===== src/rtl/cache_pkg.sv =====
// Shared types and defaults for the tag-array line refresh controller.
package cache_pkg;

    typedef enum logic [1:0] {
        ST_IDLE = 2'd0,
        ST_SCAN = 2'd1,
        ST_RD   = 2'd2,
        ST_WR   = 2'd3
    } refresh_state_e;

    localparam int DEFAULT_NUM_SETS = 64;
    localparam int DEFAULT_NUM_WAYS = 4;
    localparam int DEFAULT_TAG_BITS = 22;
    localparam int REFRESHED_CNT_W  = 16;

    // Index width that never collapses to zero bits.
    function automatic int width_min1(input int n);
        return (n > 1) ? $clog2(n) : 1;
    endfunction

endpackage


===== src/rtl/refresh_timer.sv =====
// Free-running interval counter; tick marks the last cycle of each interval.
module refresh_timer
    import cache_pkg::*;
#(
    parameter int REFRESH_INTERVAL = 1024
) (
    input  logic clk,
    input  logic rst_n,
    output logic tick
);

    localparam int               CNT_W    = width_min1(REFRESH_INTERVAL);
    localparam logic [CNT_W-1:0] CNT_LAST = CNT_W'(REFRESH_INTERVAL - 1);

    logic [CNT_W-1:0] cnt;

    assign tick = (cnt == CNT_LAST);

    // NOTE: sequential state uses non-blocking assignments so every flop samples pre-edge values.
    always_ff @(posedge clk) begin
        if (!rst_n)    cnt <= '0;
        else if (tick) cnt <= '0;
        else           cnt <= cnt + 1'b1;
    end

endmodule


===== src/rtl/line_refresh_ctrl.sv =====
// Periodic tag-array sweep: reads and rewrites every valid line, sharing the
// single array port with the CPU under a starvation-bounded arbitration.
module line_refresh_ctrl
    import cache_pkg::*;
#(
    parameter int NUM_SETS         = DEFAULT_NUM_SETS,
    parameter int NUM_WAYS         = DEFAULT_NUM_WAYS,
    parameter int TAG_BITS         = DEFAULT_TAG_BITS,
    parameter int REFRESH_INTERVAL = 1024,
    parameter int STARVE_LIMIT     = 16,
    parameter int INDEX_BITS       = $clog2(NUM_SETS),
    parameter int WAY_BITS         = width_min1(NUM_WAYS)
) (
    input  logic                       clk,
    input  logic                       rst_n,
    input  logic                       cpu_req,
    input  logic                       cpu_we,
    input  logic [INDEX_BITS-1:0]      cpu_index,
    input  logic [WAY_BITS-1:0]        cpu_way,
    input  logic [TAG_BITS-1:0]        cpu_wdata,
    output logic                       cpu_gnt,
    output logic [INDEX_BITS-1:0]      ref_set,
    input  logic [NUM_WAYS-1:0]        ref_valid,
    input  logic [TAG_BITS-1:0]        arr_rdata,
    output logic                       arr_we,
    output logic [INDEX_BITS-1:0]      arr_index,
    output logic [WAY_BITS-1:0]        arr_way,
    output logic [TAG_BITS-1:0]        arr_wdata,
    output logic                       ref_busy,
    output logic                       sweep_done,
    output logic                       overrun,
    output logic [REFRESHED_CNT_W-1:0] refreshed_cnt
);

    localparam int                    STARVE_W = width_min1(STARVE_LIMIT + 1);
    localparam logic [INDEX_BITS-1:0] LAST_SET = INDEX_BITS'(NUM_SETS - 1);
    localparam logic [WAY_BITS-1:0]   LAST_WAY = WAY_BITS'(NUM_WAYS - 1);

    refresh_state_e             state, state_nxt;
    logic [INDEX_BITS-1:0]      set_ptr, set_nxt, adv_set;
    logic [WAY_BITS-1:0]        way_ptr, way_nxt, adv_way;
    logic [STARVE_W-1:0]        starve_cnt, starve_nxt;
    logic [TAG_BITS-1:0]        tag_q, tag_nxt;
    logic [REFRESHED_CNT_W-1:0] refreshed_nxt;
    logic                       sweep_done_nxt, overrun_nxt;
    logic                       tick, urgent, rd_grant, refresh_owns, last_line;

    refresh_timer #(.REFRESH_INTERVAL(REFRESH_INTERVAL)) u_timer (
        .clk   (clk),
        .rst_n (rst_n),
        .tick  (tick)
    );

    assign urgent       = (starve_cnt >= STARVE_W'(STARVE_LIMIT));
    assign rd_grant     = (state == ST_RD) && (!cpu_req || urgent);
    assign refresh_owns = rd_grant || (state == ST_WR);
    assign last_line    = (set_ptr == LAST_SET) && (way_ptr == LAST_WAY);
    assign ref_set      = set_ptr;

    // Way-major walk; the pointer wraps to (0,0) after the last line.
    always_comb begin
        adv_set = set_ptr;
        adv_way = way_ptr + 1'b1;
        if (way_ptr == LAST_WAY) begin
            adv_way = '0;
            adv_set = last_line ? '0 : set_ptr + 1'b1;
        end
    end

    // NOTE: every always_comb target gets a default first, so no path can infer a latch.
    always_comb begin
        state_nxt      = state;
        set_nxt        = set_ptr;
        way_nxt        = way_ptr;
        starve_nxt     = starve_cnt;
        tag_nxt        = tag_q;
        refreshed_nxt  = refreshed_cnt;
        sweep_done_nxt = 1'b0;
        overrun_nxt    = overrun || (tick && (state != ST_IDLE));

        case (state)
            ST_IDLE: if (tick) begin
                state_nxt = ST_SCAN;
                set_nxt   = '0;
                way_nxt   = '0;
            end
            ST_SCAN: begin
                if (ref_valid[way_ptr]) begin
                    state_nxt = ST_RD;
                end else begin
                    set_nxt = adv_set;
                    way_nxt = adv_way;
                    if (last_line) begin
                        state_nxt      = ST_IDLE;
                        sweep_done_nxt = 1'b1;
                    end
                end
            end
            ST_RD: begin
                if (rd_grant) begin
                    tag_nxt    = arr_rdata;
                    starve_nxt = '0;
                    state_nxt  = ST_WR;
                end else begin
                    starve_nxt = starve_cnt + 1'b1;
                end
            end
            ST_WR: begin
                if (refreshed_cnt != '1) refreshed_nxt = refreshed_cnt + 1'b1;
                set_nxt = adv_set;
                way_nxt = adv_way;
                if (last_line) begin
                    state_nxt      = ST_IDLE;
                    sweep_done_nxt = 1'b1;
                end else begin
                    state_nxt = ST_SCAN;
                end
            end
            default: state_nxt = ST_IDLE;
        endcase
    end

    always_ff @(posedge clk) begin
        if (!rst_n) begin
            state         <= ST_IDLE;
            set_ptr       <= '0;
            way_ptr       <= '0;
            starve_cnt    <= '0;
            tag_q         <= '0;
            refreshed_cnt <= '0;
            sweep_done    <= 1'b0;
            overrun       <= 1'b0;
            ref_busy      <= 1'b0;
        end else begin
            state         <= state_nxt;
            set_ptr       <= set_nxt;
            way_ptr       <= way_nxt;
            starve_cnt    <= starve_nxt;
            tag_q         <= tag_nxt;
            refreshed_cnt <= refreshed_nxt;
            sweep_done    <= sweep_done_nxt;
            overrun       <= overrun_nxt;
            ref_busy      <= (state_nxt != ST_IDLE);
        end
    end

    // Port mux is combinational so a granted RD and its WR need only two owned cycles.
    always_comb begin
        cpu_gnt   = cpu_req && !refresh_owns;
        arr_we    = 1'b0;
        arr_index = set_ptr;
        arr_way   = way_ptr;
        arr_wdata = tag_q;
        if (cpu_gnt) begin
            arr_we    = cpu_we;
            arr_index = cpu_index;
            arr_way   = cpu_way;
            arr_wdata = cpu_wdata;
        end else if (state == ST_WR) begin
            arr_we = 1'b1;
        end
    end

endmodule


===== config.mk =====
export PLATFORM = sky130hd
export DESIGN_NAME = line_refresh_ctrl
export DESIGN_NICKNAME = d
export VERILOG_FILES = /design/src/rtl/cache_pkg.sv /design/src/rtl/refresh_timer.sv /design/src/rtl/line_refresh_ctrl.sv
export SDC_FILE = /design/constraint.sdc
export NUM_CORES = 1
export LEC_CHECK = 0
export ABC_AREA = 1
export CAP_MARGIN = 15
export CORE_MARGIN = 3
export CORE_UTILIZATION = 46
export DETAILED_ROUTE_END_ITERATION = 16
export GPL_TIMING_DRIVEN = 0
export PLACE_DENSITY_LB_ADDON = 0.12
export SYNTH_ARGS = -nofsm -noshare
export SYNTH_HDL_FRONTEND = slang
export SYNTH_HIERARCHICAL = 1
export SYNTH_SLANG_ARGS = --single-unit

===== constraint.sdc =====
create_clock -name clk -period 2.1 [get_ports clk]
set_input_delay 0.42 -clock clk [delete_from_list [all_inputs] [get_ports clk]]
set_output_delay 0.42 -clock clk [all_outputs]
set_load 0.005 [all_outputs]

==> results.md <==
* I/O pins at 117
* CTS tree: done
* Status: complete, but fails checks
* Max-Cap Viols at 0
* Final Wtd Congestion at around 0.87
* Placed cell area at ~4800 µm²
* Pwr Total at 2660 µW
* Power Dens Cells at 518 nW/µm²
* IO Port Bufs at 116
* Syn Area/Cell at 6.37 µm²
* Share of power burned in registers at between 40% and 50%
* Sw Share at about a quarter
* Highest clock rate at 463 MHz
* Slew Limit Fails at 0
* Sw power at 637 µW
* Via count at roughly 4000
* Gate Count Post-Synth at 544
* Post-route ant nets at 0
* Initial Util at 47.5%
* Ys flop type: dfxtp_1
* Synth Cell Area at 3470 µm²
* Synth warn at 6
* Most frequent cells in the layout: nand2_1 (157), nor2_1 (107), clkdlybuf4s50_1 (83), dfxtp_1 (63), inv_1 (41)
* Vias in the first global route at 3666
* Total Routing Usage GR at 23.3%
* Hpwl dp at 7.02 mm
* Worst slew pin tran at 0.522 ns
* TritonCTS Buffers at 9
* Arrival @ worst endpoint at roughly 1.7 ns
* Die H at 92.8 µm
* First-pass GRT wire length at 16.4 mm
* P_leak at 0.00227 µW
* Clk_skew at 0.00825 ns
* Final wirelength at around 10 mm
* Share of post-route cells with drive strength above 1 at 18.8%
* Setup TNS at -0.980 ns
* Num rows at 31
* Synthesized netlist net count at 609
* Pint at 2020 µW
* Largest net degree at the start of global routing at 13
* Drt initial violations at 154
* FILL cells at approximately 640
* Unrepaired setup endpoints after global routing: true
* Worst Setup Path Type: reg2out
* Residual DRC at 0
* Place WS at -0.824 ns
* Via/cell ratio at 4.89
* GRT overflow at 0
* Seq/Total Area, Yosys at between 30% and 40%
* Min Hold Slack at about 0.47 ns
* Commonest non-fill, non-tap cell in the layout: nand2_1
* DRT Pass-1 Iters at 5
* Critical path capture point type: primary output
* Slowest CP cell: dfxtp_4
* Final #Nets at 756
* Setup ws final at -0.0620 ns
* H-tree lvl count at 3
* Die area at 8610 µm²
* Fin. Hold Viols at 0
* HP Class: reg2reg
* CP Launch Type: register
* Clock-pin slew on the worst setup and hold paths at 0.07 ns
* Clock network latency to the later pin of the worst-skew pair at between 0.3 and 0.4 ns
* Period minus WS final at 2.16 ns
* Comb power frac at between 10% and 20%
* Routed wire per std cell at ~12 µm
* Final non-filler cell area at 5130 µm²
* EDFF count, synth at 0
* Failing checks: setup timing
* Max FO, Critical Path at 6
* # setup viols final at 21
* Die X-Extent at 92.8 µm
* Netlist cell types at 30
* Slew margin rel. at 65.2%
* CORE AREA at 7290 µm²
* Period utilization at 103%
* VDD IR max at 0.338 mV
* Clock sink total at 66
* CP max stage delay at 0.38 ns
* Critical Path RT at 1.68 ns
* Clock Power Share at between 40% and 50%
* Synthesis-to-finish area growth at 48.0%
* Clock Path Buffers at 2
* Inserted Diodes at 0
* Top cell by count, worst path: buf_6
* Ys async rst share at 0%
* Crit path cell chain: inv_4 -> nand2_4 -> nor2_4 -> nor3_4 -> buf_6 -> buf_6 -> inv_8 -> buf_6 -> nand2_2 -> nand2_2 -> buf_2
* Clk root buf: clkbuf_8
* Initial antenna violation count at 0
* Yosys reg bits at 66
==> power groups by stage <==
stage	combinational, µW	sequential, µW	clock [µW]
after global routing	342	1260	1170
final	313	1260	1090
after detailed placement	297	1290	0
after floorplan	85.7	1290	0
after global placement	292	1290	0
after CTS	310	1260	1120
==> layout make-up <==
cell class                      instances  area, µm²  area share [%]
Multi-Input combinational cell        415       1980            38.5
Sequential cell                        66       1330            25.9
Timing Repair Buffer                  138       1210            23.6
Inverter                               45        179            3.49
Clock buffer                           10        138            2.68
Tap cell                               99        124            2.41
Buffer                                 16        109            2.12
Clock inverter                          6       65.1            1.27
==> critical path, delay by kind of cell, from the launching register on <==
| family | cells | cell delay, ns |
|---|---|---|
| AND/OR/NAND/NOR | 5 | 0.42 |
| flip-flops | 1 | 0.38 |
| buffers and inverters | 6 | 0.60 |
==> sequential cells by signal, summed over array words and instances (netlist names) <==
register / count
starve_cnt: 5
state: 2
overrun: 1
u_timer/cnt: 10
ref_set: 6
sweep_done: 1
way_ptr: 2
tag_q: 22
refreshed_cnt: 16
ref_busy: 1
==> metal layers <==
| metal | vias up | track usage [%] | part of all wire (%) |
|---|---|---|---|
| met5 | - | 0 | 0 |
| met4 | 0 | 7.69 | 1.7 |
| met3 | 17 | 6.82 | 7.8 |
| met2 | 131 | 41.0 | 50 |
| met1 | 1750 | 27.0 | 41 |
| li1 | 1991 | - | - |
==> logic make-up after synthesis <==
kind of cell,share of synthesized area (%)
buf+inv,7.36
compound gates,9.09
flops,38.1
fa+ha+maj,1.80
simple gates,40.6
xor+xnor,3.03
==> final timing paths <==
path              slack, ns           start  cells past startpoint        endpoint
hold / removal         0.47  u_timer/cnt[0]                      1  u_timer/cnt[0]
hold reg to reg        0.47  u_timer/cnt[0]                      1  u_timer/cnt[0]
setup reg to reg       0.20  u_timer/cnt[0]                     12      ref_set[1]
setup / recovery      -0.06        state[0]                     11   arr_wdata[14]
==> what timing repair did <==
action	in CTS	in global routing
setup buffers	16	3
gates resized for setup	165	35
pin swaps	4	4
hold buffers	0	0
endpoints found under the setup margin	32	36
cloned	3	0
hold endpoints to repair	0	0
==> stage by stage <==
stage | util, % | instances
finish | 70.4 | 795
global route | 70.4 | 795
CTS | 69.7 | 794
detailed placement | 65.2 | 759
global placement | 65.2 | 759
floorplan | - | 544
==> Yosys cell counts, types with 2 or more instances <==
master | n | area share, %
xor2_1 | 5 | 1.3
ha_1 | 5 | 1.8
nor2_2 | 6 | 1.1
nor3_1 | 2 | 0.29
o21ai_1 | 2 | 0.29
xnor2_1 | 7 | 1.8
inv_1 | 43 | 4.7
buf_2 | 9 | 1.3
nand3_1 | 19 | 2.7
nand2_4 | 2 | 0.65
nor2_4 | 2 | 0.65
o21ai_0 | 37 | 5.3
nor2_1 | 107 | 12
nand2_1 | 182 | 20
a21oi_1 | 19 | 2.7
nand2_2 | 2 | 0.36
inv_2 | 2 | 0.22
clkbuf_1 | 8 | 0.87
nand4_1 | 7 | 1.3
dfxtp_1 | 66 | 38
nand3_2 | 3 | 0.87
No activity file was read; power rests on OpenSTA's default activity.
